--- config.mk ---
export PLATFORM = sky130hd
export DESIGN_NAME = multi_ch_frame_avg
export DESIGN_NICKNAME = d
export VERILOG_FILES = /design/src/rtl/avg_pkg.sv /design/src/rtl/seq_udiv.sv /design/src/rtl/multi_ch_frame_avg.sv
export SDC_FILE = /design/constraint.sdc
export NUM_CORES = 1
export LEC_CHECK = 0
export BUFFER_PORTS_ARGS = -buffer_cell sky130_fd_sc_hd__buf_2
export CORE_MARGIN = 2
export CORE_UTILIZATION = 47
export DETAILED_ROUTE_END_ITERATION = 10
export PLACE_DENSITY = 0.76
export SYNTH_ARGS = -nofsm -noshare
export SYNTH_HDL_FRONTEND = slang
export SYNTH_SLANG_ARGS = --single-unit
--- constraint.sdc ---
create_clock -name clk -period 5 [get_ports clk]
set_input_delay 0.5 -clock clk [delete_from_list [all_inputs] [get_ports clk]]
set_output_delay 0.5 -clock clk [all_outputs]
set_load 0.1 [all_outputs]
--- src/rtl/avg_pkg.sv ---
// -----------------------------------------------------------------------------
// avg_pkg
//   Shared types and width helpers for multi_ch_frame_avg and seq_udiv.
//   Contents:
//     avg_state_e  - frame averager FSM states (IDLE, ACCUM, DIVIDE, OUTPUT)
//     ch_width()   - channel-index width: clog2(ch_n), never below 1 bit
//     cnt_width()  - width of a down-counter that must hold the value n
// -----------------------------------------------------------------------------
package avg_pkg;

  typedef enum logic [1:0] {
    ST_IDLE   = 2'd0,
    ST_ACCUM  = 2'd1,
    ST_DIVIDE = 2'd2,
    ST_OUTPUT = 2'd3
  } avg_state_e;

  function automatic int ch_width(input int ch_n);
    return (ch_n > 1) ? $clog2(ch_n) : 1;
  endfunction

  function automatic int cnt_width(input int n);
    return (n > 0) ? $clog2(n + 1) : 1;
  endfunction

endpackage

--- src/rtl/seq_udiv.sv ---
// -----------------------------------------------------------------------------
// seq_udiv
//   Restoring unsigned divider, one quotient bit per clock.
//   The start cycle already produces the first quotient bit, so a DVD_W-bit
//   division finishes DVD_W edges after (and including) the start edge; o_done
//   pulses for one cycle once o_quotient is final.
//   Ports:
//     clk, rst_n           - clock, asynchronous active-low reset
//     i_start              - load operands and begin (ignored results if busy)
//     i_dividend[DVD_W]    - unsigned dividend
//     i_divisor[DVS_W]     - unsigned divisor, must be non-zero
//     o_busy               - division in progress
//     o_done               - one-cycle pulse, quotient valid from this cycle on
//     o_quotient[DVD_W]    - quotient, held until the next start
// -----------------------------------------------------------------------------
module seq_udiv
  import avg_pkg::*;
#(
  parameter int DVD_W = 8,
  parameter int DVS_W = 4
) (
  input  logic             clk,
  input  logic             rst_n,
  input  logic             i_start,
  input  logic [DVD_W-1:0] i_dividend,
  input  logic [DVS_W-1:0] i_divisor,
  output logic             o_busy,
  output logic             o_done,
  output logic [DVD_W-1:0] o_quotient
);

  localparam int STEP_W = cnt_width(DVD_W);

  // Dividend bits leave at the MSB while quotient bits enter at the LSB.
  logic [DVD_W-1:0]  r_shift;
  logic [DVS_W-1:0]  r_rem;
  logic [DVS_W-1:0]  r_divisor;
  logic [STEP_W-1:0] r_steps;
  logic              r_busy;
  logic              r_done;

  logic [DVD_W-1:0]  w_shift_src;
  logic [DVS_W-1:0]  w_rem_src;
  logic [DVS_W-1:0]  w_dvs_src;
  logic [DVS_W:0]    w_trial;
  logic [DVS_W:0]    w_diff;
  logic              w_qbit;
  logic [DVS_W-1:0]  w_rem_nxt;
  logic [DVD_W-1:0]  w_shift_nxt;

  // One restoring step. On the start cycle it works on the fresh operands.
  // NOTE: every signal below is assigned on every path through the block,
  // so no latch can be inferred.
  always_comb begin
    w_shift_src = i_start ? i_dividend : r_shift;
    w_rem_src   = i_start ? '0 : r_rem;
    w_dvs_src   = i_start ? i_divisor : r_divisor;
    w_trial     = {w_rem_src, w_shift_src[DVD_W-1]};
    w_diff      = w_trial - {1'b0, w_dvs_src};
    w_qbit      = (w_trial >= {1'b0, w_dvs_src});
    // The partial remainder always stays below the divisor, so DVS_W bits hold it.
    w_rem_nxt   = w_qbit ? w_diff[DVS_W-1:0] : w_trial[DVS_W-1:0];
    w_shift_nxt = {w_shift_src[DVD_W-2:0], w_qbit};
  end

  always_ff @(posedge clk or negedge rst_n) begin
    if (!rst_n) begin
      r_shift   <= '0;
      r_rem     <= '0;
      r_divisor <= '0;
      r_steps   <= '0;
      r_busy    <= 1'b0;
      r_done    <= 1'b0;
    end else begin
      r_done <= 1'b0;
      if (i_start) begin
        r_shift   <= w_shift_nxt;
        r_rem     <= w_rem_nxt;
        r_divisor <= w_dvs_src;
        r_steps   <= STEP_W'(DVD_W - 1);
        r_busy    <= 1'b1;
      end else if (r_busy) begin
        r_shift <= w_shift_nxt;
        r_rem   <= w_rem_nxt;
        r_steps <= r_steps - STEP_W'(1);
        if (r_steps == STEP_W'(1)) begin
          r_busy <= 1'b0;
          r_done <= 1'b1;
        end
      end
    end
  end

  assign o_busy     = r_busy;
  assign o_done     = r_done;
  assign o_quotient = r_shift;

endmodule

--- src/rtl/multi_ch_frame_avg.sv ---
// -----------------------------------------------------------------------------
// multi_ch_frame_avg
//   Accumulates CH_N signed channels over a frame (sof .. eof) and emits the
//   per-channel mean with FRAC_W fractional bits, one channel per handshake.
//   A single seq_udiv is shared by all channels; the input stalls
//   (in_ready = 0) while results are being divided and delivered.
//   Frames longer than MAX_CNT samples keep only the first MAX_CNT samples
//   and report out_ovf.
//   Build option:
//     AVG_ROUND_EN - round the quotient magnitude half-up (one extra quotient
//                    bit, division takes one extra cycle); default truncates
//                    toward zero.
//   Ports:
//     clk, rst_n                 - clock, asynchronous active-low reset
//     in_data[CH_N*DATA_W]       - channel c at [c*DATA_W +: DATA_W]
//     in_valid/in_ready          - input handshake
//     in_sof, in_eof             - frame markers, qualified by the handshake
//     out_data[ACC_W+FRAC_W]     - signed mean, FRAC_W fractional bits
//     out_ch, out_cnt, out_ovf   - channel index, samples used, overflow flag
//     out_valid/out_ready        - output handshake
// -----------------------------------------------------------------------------
module multi_ch_frame_avg
  import avg_pkg::*;
#(
  parameter int DATA_W  = 54,
  parameter int CNT_W   = 10,
  parameter int CH_N    = 2,
  parameter int FRAC_W  = 15,
  parameter int MAX_CNT = 1001
) (
  input  logic                             clk,
  input  logic                             rst_n,
  input  logic [CH_N*DATA_W-1:0]           in_data,
  input  logic                             in_valid,
  input  logic                             in_sof,
  input  logic                             in_eof,
  output logic                             in_ready,
  output logic [DATA_W+CNT_W+FRAC_W-1:0]   out_data,
  output logic [ch_width(CH_N)-1:0]        out_ch,
  output logic [CNT_W-1:0]                 out_cnt,
  output logic                             out_ovf,
  output logic                             out_valid,
  input  logic                             out_ready
);

  localparam int ACC_W = DATA_W + CNT_W;
  localparam int OUT_W = ACC_W + FRAC_W;
`ifdef AVG_ROUND_EN
  localparam int QUO_W = OUT_W + 1;
`else
  localparam int QUO_W = OUT_W;
`endif
  localparam int              CH_W      = ch_width(CH_N);
  localparam logic [CNT_W-1:0] MAX_CNT_V = CNT_W'(MAX_CNT);
  localparam logic [CH_W-1:0]  LAST_CH   = CH_W'(CH_N - 1);

  avg_state_e       r_state;
  logic [ACC_W-1:0] r_acc [CH_N];
  logic [CNT_W-1:0] r_cnt;
  logic             r_ovf;
  logic [CH_W-1:0]  r_ch;
  logic             r_div_started;

  logic [ACC_W-1:0] w_sample [CH_N];
  logic [ACC_W-1:0] w_acc_sel;
  logic [ACC_W-1:0] w_acc_mag;
  logic             w_acc_neg;
  logic [QUO_W-1:0] w_dividend;
  logic [QUO_W-1:0] w_quo;
  logic [OUT_W-1:0] w_res_mag;
  logic [OUT_W-1:0] w_res;
  logic             w_div_start;
  logic             w_div_busy;
  logic             w_div_done;
`ifdef AVG_ROUND_EN
  logic [QUO_W-1:0] w_quo_inc;
`endif

  // Sign-extend every channel sample to accumulator width.
  always_comb begin
    for (int c = 0; c < CH_N; c++) begin
      w_sample[c] = {{CNT_W{in_data[c*DATA_W+DATA_W-1]}}, in_data[c*DATA_W +: DATA_W]};
    end
  end

  // Divide on the magnitude, then restore the sign of the accumulator. The
  // most negative accumulator still has a representable ACC_W-bit magnitude.
  always_comb begin
    w_acc_sel  = r_acc[r_ch];
    w_acc_neg  = w_acc_sel[ACC_W-1];
    w_acc_mag  = w_acc_neg ? -w_acc_sel : w_acc_sel;
    w_dividend = QUO_W'(w_acc_mag) << (QUO_W - ACC_W);
`ifdef AVG_ROUND_EN
    // The quotient carries one extra fractional bit: adding one in that
    // position and dropping it rounds the magnitude half-up.
    w_quo_inc  = w_quo + QUO_W'(1);
    w_res_mag  = w_quo_inc[QUO_W-1:1];
`else
    w_res_mag  = w_quo;
`endif
    w_res      = w_acc_neg ? -w_res_mag : w_res_mag;
  end

  assign w_div_start = (r_state == ST_DIVIDE) && !r_div_started && !w_div_busy;

  seq_udiv #(
    .DVD_W (QUO_W),
    .DVS_W (CNT_W)
  ) u_div (
    .clk        (clk),
    .rst_n      (rst_n),
    .i_start    (w_div_start),
    .i_dividend (w_dividend),
    .i_divisor  (r_cnt),
    .o_busy     (w_div_busy),
    .o_done     (w_div_done),
    .o_quotient (w_quo)
  );

  // Input is only taken while a frame can be opened or extended.
  assign in_ready = (r_state == ST_IDLE) || (r_state == ST_ACCUM);

  // NOTE: all state here is assigned with <= so every register samples the
  // pre-edge values of its neighbours, regardless of statement order.
  always_ff @(posedge clk or negedge rst_n) begin
    if (!rst_n) begin
      r_state       <= ST_IDLE;
      // NOTE: the accumulator bank is small and must read as zero after
      // reset, so it is cleared like ordinary registers rather than left
      // uninitialised like a RAM.
      for (int c = 0; c < CH_N; c++) begin
        r_acc[c] <= '0;
      end
      r_cnt         <= '0;
      r_ovf         <= 1'b0;
      r_ch          <= '0;
      r_div_started <= 1'b0;
      out_data      <= '0;
      out_ch        <= '0;
      out_cnt       <= '0;
      out_ovf       <= 1'b0;
      out_valid     <= 1'b0;
    end else begin
      case (r_state)
        ST_IDLE, ST_ACCUM: begin
          if (in_valid) begin
            if (in_sof) begin
              // A start of frame always (re)opens a frame, dropping any open one.
              for (int c = 0; c < CH_N; c++) begin
                r_acc[c] <= w_sample[c];
              end
              r_cnt   <= CNT_W'(1);
              r_ovf   <= 1'b0;
              r_ch    <= '0;
              r_state <= in_eof ? ST_DIVIDE : ST_ACCUM;
            end else if (r_state == ST_ACCUM) begin
              if (r_cnt == MAX_CNT_V) begin
                r_ovf <= 1'b1;
              end else begin
                for (int c = 0; c < CH_N; c++) begin
                  r_acc[c] <= r_acc[c] + w_sample[c];
                end
                r_cnt <= r_cnt + CNT_W'(1);
              end
              if (in_eof) begin
                r_ch    <= '0;
                r_state <= ST_DIVIDE;
              end
            end
          end
        end

        ST_DIVIDE: begin
          if (w_div_start) begin
            r_div_started <= 1'b1;
          end else if (r_div_started && w_div_done) begin
            r_div_started <= 1'b0;
            out_data      <= w_res;
            out_ch        <= r_ch;
            out_cnt       <= r_cnt;
            out_ovf       <= r_ovf;
            out_valid     <= 1'b1;
            r_state       <= ST_OUTPUT;
          end
        end

        ST_OUTPUT: begin
          if (out_ready) begin
            out_valid <= 1'b0;
            if (r_ch == LAST_CH) begin
              r_state <= ST_IDLE;
            end else begin
              r_ch    <= r_ch + CH_W'(1);
              r_state <= ST_DIVIDE;
            end
          end
        end

        default: r_state <= ST_IDLE;
      endcase
    end
  end

endmodule

# After elaboration in Yosys (flattened, before gate mapping)
# Cells that the tools add are included.
# word_totals
ff_bits	343
word_cells	116
output_inout_bits	93
input_bits	114
# op_classes
bitwise_logic	2
n_mux	53
add_sub_neg	8
magnitude_cmp	2
n_reduce_logical	21
eq_ne	12
# op_table
op	count
$mux W128	3
$mux W79	4
$mux W64	4
$add A64 B64 Y64	2
$mux W10	8
$neg A79 Y79	1
$neg A64 Y64	1
$mux W1	20
$mux W2	9
$mux W7	2
$reduce_and A4 Y1	3
$reduce_bool A2 Y1	6
$ge A11 B10 Y1	1
$add A10 B1 Y10 const B	1
$eq A10 B10 Y1 const B	1
$sub A10 B10 Y10	1
$ne A2 B2 Y1 const B	4
$eq A7 B1 Y1 const B	1
$sub A7 B1 Y7 const B	1
$ne A3 B3 Y1 const B	2
$pmux W2 S3	1
$reduce_and A6 Y1	1
$reduce_and A5 Y1	1
$eq A2 B2 Y1 const B	2
14 further kinds	18

# Logic depth before layout (Yosys ltp)
# Gate-level depths: netlist (run 1).
# depth
word_depth	11
depth_mapped	28

# By module
# A second synthesis (run 1) with hierarchy kept.
# unflattened
hier_cells	3147
area_unflattened_um2	26361.5
# by_module_without_submodules
mod	n_inst	cells_each	area_each_um2
multi_ch_frame_avg	1	2608	20925.1
seq_udiv	1	539	5436.5

# Worst setup path before layout (run 1)
# No wires, ideal clock.
# synth_timing
path_kind	reg-to-reg
from	register r_ch
to	register u_div.r_rem[6]
path_stages_with_launch	25
required_ns	4.866
setup_time_ns	0.134
path_slack_ns	-0.126
arrival_time_ns	4.992
period_less_slack_ns	5.126
path_buffers	3
cell_sequence	dfrtp_1 buf_6 or3_1 a222oi_1 and4bb_1 or4b_4 nor4b_4 nand3_2 nor3_4 nand4_1 nor2_1 a21oi_1 ha_1 nor2b_1 o21ai_0 a21oi_1 o21ai_0 a21oi_1 o21ai_0 a21oi_1 o22a_1 clkbuf_1 clkbuf_1 mux2i_1 o21ai_0
# synth_via
elab_chain_len	11
elab_cells_between_ends	12
# synth_lines
element	line_no	rtl
from (decl)	multi_ch_frame_avg.sv:61	logic [CH_W-1:0] r_ch;
from (signal assigned)	multi_ch_frame_avg.sv:193	r_ch <= r_ch + CH_W'(1);
$not A1 Y2 (implied by the code) (*)	multi_ch_frame_avg.sv:89	w_acc_sel = r_acc[r_ch];
$mux W64 (implied by the code) (*) (3 in a row)	multi_ch_frame_avg.sv:89	
$neg A64 Y64	multi_ch_frame_avg.sv:91	w_acc_mag = w_acc_neg ? -w_acc_sel : w_acc_sel;
$mux W64 (*)	multi_ch_frame_avg.sv:91	
$mux W79 (*)	seq_udiv.sv:55	w_shift_src = i_start ? i_dividend : r_shift;
$sub A10 B10 Y10 / $ge A11 B10 Y1 (equally long branches)	seq_udiv.sv:59, seq_udiv.sv:60	
$mux W10 (*)	seq_udiv.sv:62	w_rem_nxt = w_qbit ? w_diff[DVS_W-1:0] : w_trial[DVS_W-1:0];
$mux W10	seq_udiv.sv:82	end else if (r_busy) begin
$mux W10 (*)	seq_udiv.sv:76	if (i_start) begin
to (signal assigned)	seq_udiv.sv:78	r_rem <= w_rem_nxt;
to (signal assigned)	seq_udiv.sv:84	r_rem <= w_rem_nxt;
to (decl)	seq_udiv.sv:36	logic [DVS_W-1:0] r_rem;
# Every way passes the cells marked *; elsewhere a longest branch is shown, timed or not. The select of a mux whose other input is x is not followed.
# A chain may end at the register's enable or synchronous reset.

# Worst setup path after layout (run 1)
# layout_timing
from	register r_ch
to	register u_div.r_rem[0]
# The elaborated chain is that of the path after synthesis.

==> flow_summary_export.csv, run 1 <==
group,metric,value,unit
global_route,grt_pass1_wl,142.2,mm
yosys,synth_edf_count,0,
worst_hold_path,min_to,"r_acc[52]",
global_route,gr-total-overflow,0,
worst_hold_path,min-delay-start,"in_data[106]",
global_route,grt_pass1_vias,24340,
worst_setup_path,crit_fanout,8,
drt,drc,0,
worst_setup_path,reg2regPathDepth,26,
yosys,synthesis.nets,3602,
power,p_comb_share,64.0,%
yosys,synth_area_per_cell,7.967,um2
worst_setup_path,worstPathRequired,5.46,ns
power,ir_worst_vdd,485.4,uV
timing,period_share,105.2,%
clock_tree,cts_buffers,43,
yosys,synth_cell_types,90,
worst_setup_path,timing.rr.end,"u_div.r_rem[0]",
worst_setup_path,arrival,5.72,ns
timing,setup_viol_count_final,11,
yosys,async_reset_ff_share,100.0,%
timing,grt_setup_unrepaired,"true",
timing,final_hold_viol_count,0,
drt,postRouteAntennaNets,0,
clock_tree,clkSlewWorstSetupHoldPaths,0.06,ns
power,clockPowerShare,14.3,%
global_route,grtUsageTotal,30.64,%
drt,wl_met2,39.96,mm
die,rows,87,
timing,finalCriticalPeriod,5.261,ns
worst_hold_path,hold_depth,3,
cells_and_area,layout-drive-gt1-share,14.86,%
drt,top_layer,"met5",
drt,viasPerCell,6.099,
placement,portBuffers,206,
drt,first_iter_violations,2678,
drt,wl_met1,40.08,mm
placement,gp_congestion,1.014,
clock_tree,clk_latency,0.59,ns
die,core_area,56170,um2
cells_and_area,final_util,55.14,%
power,leakagePower,13.89,nW
die,chipHeight,242.0,um
global_route,antenna_found_initial,4,
worst_setup_path,critical_path.startpoint_type,"flop",
global_route,grt_max_degree,114,
cells_and_area,finalNetCount,3827,
drt,drt-total-wl,92.75,mm
drt,vias,26580,
timing,tns,-2.313,ns
clock_tree,h-tree-depth,2,
power,power_frac_seq,21.7,%
yosys,yosys_register_bits,343,
timing,setup_slack,-0.2609,ns
die,die-area,58590,um2
power,power_density,778.1,nW/um2
status,violations,"negative setup slack",
yosys,synthFlopType,"dfrtp_1",
cells_and_area,fin_area,30970,um2
drt,met3WireLength,9.086,mm
yosys,ys_seq_area_share,32.23,%
die,start_util,47.42,%
power,intPower,11.73,mW
worst_setup_path,crit_path_end_kind,"flop",
clock_tree,cts_tree,"built",
worst_setup_path,rrSetupSlack,-0.26,ns
clock_tree,cts_root_buffer,"clkbuf_16",
timing,fmax,0.1901,GHz
drt,wl_per_cell,21.28,um
cells_and_area,area_growth_syn_to_layout,16.29,%
worst_hold_path,hold_class,"input port to flop",
timing,final.setup_skew,0.02939,ns
placement,hpwl,70.04,mm
drt,firstDrtPassIters,6,
timing,drv_slew,0,
power,switchingPower,12.36,mW
yosys,ys_warn_count,0,
yosys,syn_area,26630,um2
die,die_w,242.0,um
die,pin_count,207,
clock_tree,clock_path_buffers,3,
worst_setup_path,critPathKind,"flop to flop",
power,power.share.switching,51.30,%
cells_and_area,fillCellCount,5298,
timing,worst_pin_slew,1.016,ns
timing,max_slew_margin,32.28,%
status,status,"finished, violations left",
yosys,synthCells,3343,
worst_setup_path,r2r_start,"r_ch",
job,maxCapViolations,0,
placement,dpl_cell_area,29050,um2
clock_tree,cts.sinks,343,
==> worst max-delay path by stage <==
stage	startpoint	slack, ns	depth (start not counted)	end
6_report	r_ch	-0.26	26	u_div.r_rem[0]
5_1_grt	r_ch	-0.53	25	u_div.r_rem[5]
4_1_cts	r_ch	-0.15	25	u_div.r_rem[5]
3_5_place_dp	r_ch	-0.44	24	u_div.r_rem[3]
3_3_place_gp	r_ch	-0.36	22	u_div.r_rem[4]
2_1_floorplan	r_ch	0.06	24	u_div.r_rem[6]
==> sequential cells by signal, indices dropped and copies added (netlist names), 2 cells and up <==
| signal | count |
|---|---|
| r_acc | 128 |
| out_data | 79 |
| u_div.o_quotient | 79 |
| out_cnt | 10 |
| r_cnt | 10 |
| u_div.r_divisor | 10 |
| u_div.r_rem | 10 |
| u_div.r_steps | 7 |
| r_state | 2 |
==> metrics by stage <==
stage / setup slack (ns) / total power, mW / instances / hold slack, ns
6_report: -0.2609 / 24.10 / 4358 / 0.1615
4_1_cts: -0.1532 / 23.63 / 4360 / 0.1423
3_3_place_gp: -0.3565 / 19.74 / 4249 / 0.4525
2_1_floorplan: 0.05621 / 15.68 / 3343 / 0.2044
3_5_place_dp: -0.4424 / 19.93 / 4249 / 0.4582
5_1_grt: -0.5273 / 25.69 / 4357 / 0.1595
==> layer usage <==
layer	GRT usage, %	up-vias
li1	-	12550
met1	43.70	12710
met2	45.39	1166
met3	6.248	153
met4	12.13	6
met5	0	-
==> kinds of logic (layout without fill, tap and decap cells) <==
kind of cell / count (synthesis) / in the layout / share of synthesized area [%]
flops: 343 / 343 / 32.23
fa+ha+maj: 145 / 145 / 6.897
other cells: 0 / 1 / 0
simple gates: 1105 / 1105 / 19.86
buf+inv: 298 / 556 / 4.327
xor+xnor: 254 / 254 / 8.353
compound gates: 1124 / 1124 / 25.50
mux: 74 / 74 / 2.833
==> synth_stat cells, drive strengths merged (42+ instances only) <==
library cell | instances | share of area (%)
nand2 | 375 | 5.3
a21oi | 362 | 6.8
o21ai | 346 | 6.5
dfrtp | 343 | 32
nor2 | 283 | 4.0
clkbuf | 170 | 2.4
xnor2 | 164 | 5.4
ha | 142 | 6.7
inv | 96 | 1.4
nor3 | 91 | 1.8
xor2 | 90 | 3.0
a21o | 88 | 2.5
mux2i | 63 | 2.4
nand3 | 55 | 1.1
and3 | 45 | 1.1
a211oi | 42 | 1.2
==> cell usage in the layout (no fill, tap or decap), drive strengths merged, types with 41 or more instances in the layout <==
master    n
ha      142
clkbuf   55
nand2   375
mux2i    63
xnor2   164
a21oi   362
xor2     90
buf     380
dfrtp   343
nand3    55
o21ai   346
a21o     88
nor3     91
and3     45
inv     100
nand2b   41
a211oi   42
nor2    283
==> critical path, cell delays in order, from the launching register on <==
cell      delay, ns
dfrtp_4        0.46
buf_6          0.12
or3b_1         0.34
a222oi_1       0.47
and4bb_1       0.32
or4b_4         0.52
nor4b_4        0.39
nand3_2        0.16
nor3_4         0.20
nand4_1        0.14
nor2_2         0.16
a21oi_4        0.07
ha_2           0.21
nor2b_2        0.12
o21ai_2        0.08
a21oi_2        0.17
o21ai_2        0.08
a21oi_2        0.16
o21ai_2        0.09
a21oi_2        0.16
o22a_1         0.20
buf_12         0.13
buf_4          0.11
buf_6          0.10
nand3_2        0.06
o21ai_2        0.09
a21oi_2        0.04
==> power by group through the flow <==
stage | logic (mW) | clock network, mW | registers [mW]
after floorplan | 9.27 | 0 | 6.41
after CTS | 15.0 | 3.47 | 5.15
after detailed placement | 14.7 | 0 | 5.19
after global placement | 14.6 | 0 | 5.16
final | 15.4 | 3.44 | 5.23
after global routing | 16.8 | 3.59 | 5.34
==> cell type report <==
class / instances / area [um2] / area share [%]
Multi-Input combinational cell: 2702 / 17030 / 55.00
Sequential cell: 343 / 8591 / 27.74
Timing Repair Buffer: 382 / 2491 / 8.043
Clock buffer: 54 / 1189 / 3.838
Tap cell: 756 / 945.9 / 3.054
Inverter: 96 / 360.3 / 1.163
Clock inverter: 24 / 359.1 / 1.159
Antenna cell: 1 / 2.502 / 0.008080
==> what timing repair did <==
item,in CTS,in global routing
pin swaps,13,20
setup buffers,32,5
gates cloned,0,1
endpoints found under the hold margin,89,0
hold buffers,1,0
gates resized for setup,27,18
setup endpoints to repair,11,14
Power figures use the tool's default switching activity.
==> inputs of run 2 (changes only) <==
Settings changed: CTS_BUF_LIST from default to sky130_fd_sc_hd__clkbuf_4 sky130_fd_sc_hd__clkbuf_8.
Clock period 5 ns to 4.6 ns, I/O delays scaled along.
==> flow_summary_export.csv, run 2 (synthesis results as in run 1) <==
group,metric,value,unit
global_route,gr-total-overflow,0,
timing,fmax,0.1932,GHz
drt,wl_per_cell,19.52,um
worst_setup_path,r2r_start,"r_ch",
cells_and_area,largest_register,"r_acc",
worst_hold_path,min-delay-start,"in_data[82]",
global_route,grtUsageTotal,28.26,%
die,die-area,58590,um2
clock_tree,clock_path_buffers,3,
power,power_density,828.1,nW/um2
job,maxCapViolations,0,
die,chipHeight,242.0,um
drt,postRouteAntennaNets,0,
worst_setup_path,crit_fanout,8,
worst_setup_path,crit_path_end_kind,"flop",
cells_and_area,finalNetCount,3827,
worst_setup_path,cp_num_buf_inv,4,
worst_setup_path,cp_slowest_cell,"or4b_4",
die,die_w,242.0,um
power,leakagePower,13.81,nW
status,violations,"negative setup slack",
drt,viasPerCell,5.998,
die,rows,87,
timing,worst_pin_slew,1.194,ns
global_route,grt_pass1_vias,23930,
die,core_area,56170,um2
power,total_power,25.42,mW
power,ir_worst_vdd,369.6,uV
cells_and_area,final_common_cell,"nand2_1",
drt,firstDrtPassIters,6,
cells_and_area,largest_register_ffs,128,
clock_tree,cts.sinks,343,
drt,vias,26230,
drt,first_iter_violations,2759,
drt,drt-total-wl,85.35,mm
timing,grt_setup_unrepaired,"true",
timing,final.setup_skew,0.03137,ns
worst_setup_path,critPathKind,"flop to flop",
clock_tree,cts_buffers,60,
global_route,grt_pass1_wl,134.1,mm
timing,final_hold_viol_count,0,
timing,setup_slack,-0.5750,ns
clock_tree,clk_latency,0.69,ns
global_route,grt_max_degree,171,
timing,tns,-5.698,ns
placement,place_ws,-0.5877,ns
status,status,"finished, violations left",
worst_setup_path,arrival,5.74,ns
cells_and_area,layout_common_cells,"nand2_1, a21oi_1, dfrtp_1",
placement,hpwl,64.30,mm
clock_tree,cts_tree,"built",
placement,gp_congestion,1.035,
timing,period_share,112.5,%
cells_and_area,area_growth_syn_to_layout,15.25,%
worst_setup_path,path_delay_family,"simple AND/OR/NAND/NOR gates",
timing,setup_viol_count_final,11,
clock_tree,h-tree-depth,2,
die,pin_count,207,
die,start_util,47.42,%
cells_and_area,layout-drive-gt1-share,15.00,%
placement,portBuffers,206,
global_route,antenna_found_initial,3,
clock_tree,cts_root_buffer,"clkbuf_8",
timing,max_slew_margin,20.08,%
timing,finalCriticalPeriod,5.175,ns
drt,drc,0,
timing,drv_slew,0,
clock_tree,clkSlewWorstSetupHoldPaths,0.07,ns
worst_hold_path,hold_class,"input port to flop",
worst_setup_path,startpoint,"r_ch",
worst_setup_path,critPathMaxStageDelay,0.51,ns
worst_setup_path,critical_path.startpoint_type,"flop",
worst_setup_path,worstPathRequired,5.17,ns
-- run 2: path summary, 6_finish.rpt --
path	to	slack, ns	cells past startpoint
max in group asynchronous	r_acc[31]	3.13	3
max reg2reg	u_div.r_rem[0]	-0.58	26
max	u_div.r_rem[0]	-0.58	26
min	r_acc[28]	0.04	3
min reg2reg	out_data[14]	0.47	2
min in group asynchronous	u_div.r_steps[5]	0.39	2
-- run 2: worst register-to-register path: cells and delay by family, from the launching register on --
kind / cells / cell delay [ns]
and+or+nand+nor: 10 / 2.30
adders and majority gates: 1 / 0.20
AOI/OAI and AO/OA: 11 / 1.54
DFF: 1 / 0.47
buffers and inverters: 4 / 0.56
-- run 2: report_power, final --
part,internal (mW),switching (mW)
Sequential,4.29,1.43
Combinational,6.04,10.2
Clock,2.08,1.41
Total,12.4,13.0
-- run 2: routing by layer --
metal	GRT usage, %	share of wire [%]
met1	42.20	45
met2	40.72	41
met3	4.985	9.8
met4	10.09	3.4
met5	0	0
-- run 2: cell type report --
class / count / area (um2)
sequential: 343 / 8591
fill: 5301 / 25470
inverter: 96 / 360.3
timing repair buffer: 365 / 2328
clock inverter: 23 / 387.9
tap: 756 / 945.9
antenna: 3 / 7.507
clock buffer: 85 / 1082
multi-input combinational: 2702 / 16990
-- run 2: repair_timing --
| item | CTS | global route |
|---|---|---|
| hold buffers | 4 | 0 |
| hold endpoints to repair | 86 | 0 |
| pin swaps | 1 | 6 |
| endpoints found under the setup margin | 11 | 11 |
| setup buffers | 1 | 3 |
| gates resized for setup | 4 | 21 |
-- run 2: metrics by stage --
stage | instances | cell area [um2] | util [%] | hold slack, ns
final | 4373 | 30690 | 54.65 | 0.03537
after global routing | 4373 | 30690 | 54.65 | 0.02836
after CTS | 4367 | 30610 | 54.50 | 0.0001074
after detailed placement | 4254 | 29080 | 51.78 | 0.4608
after global placement | 4254 | 29080 | 51.78 | 0.4520
after floorplan | 3343 | 26660 | - | 0.1644
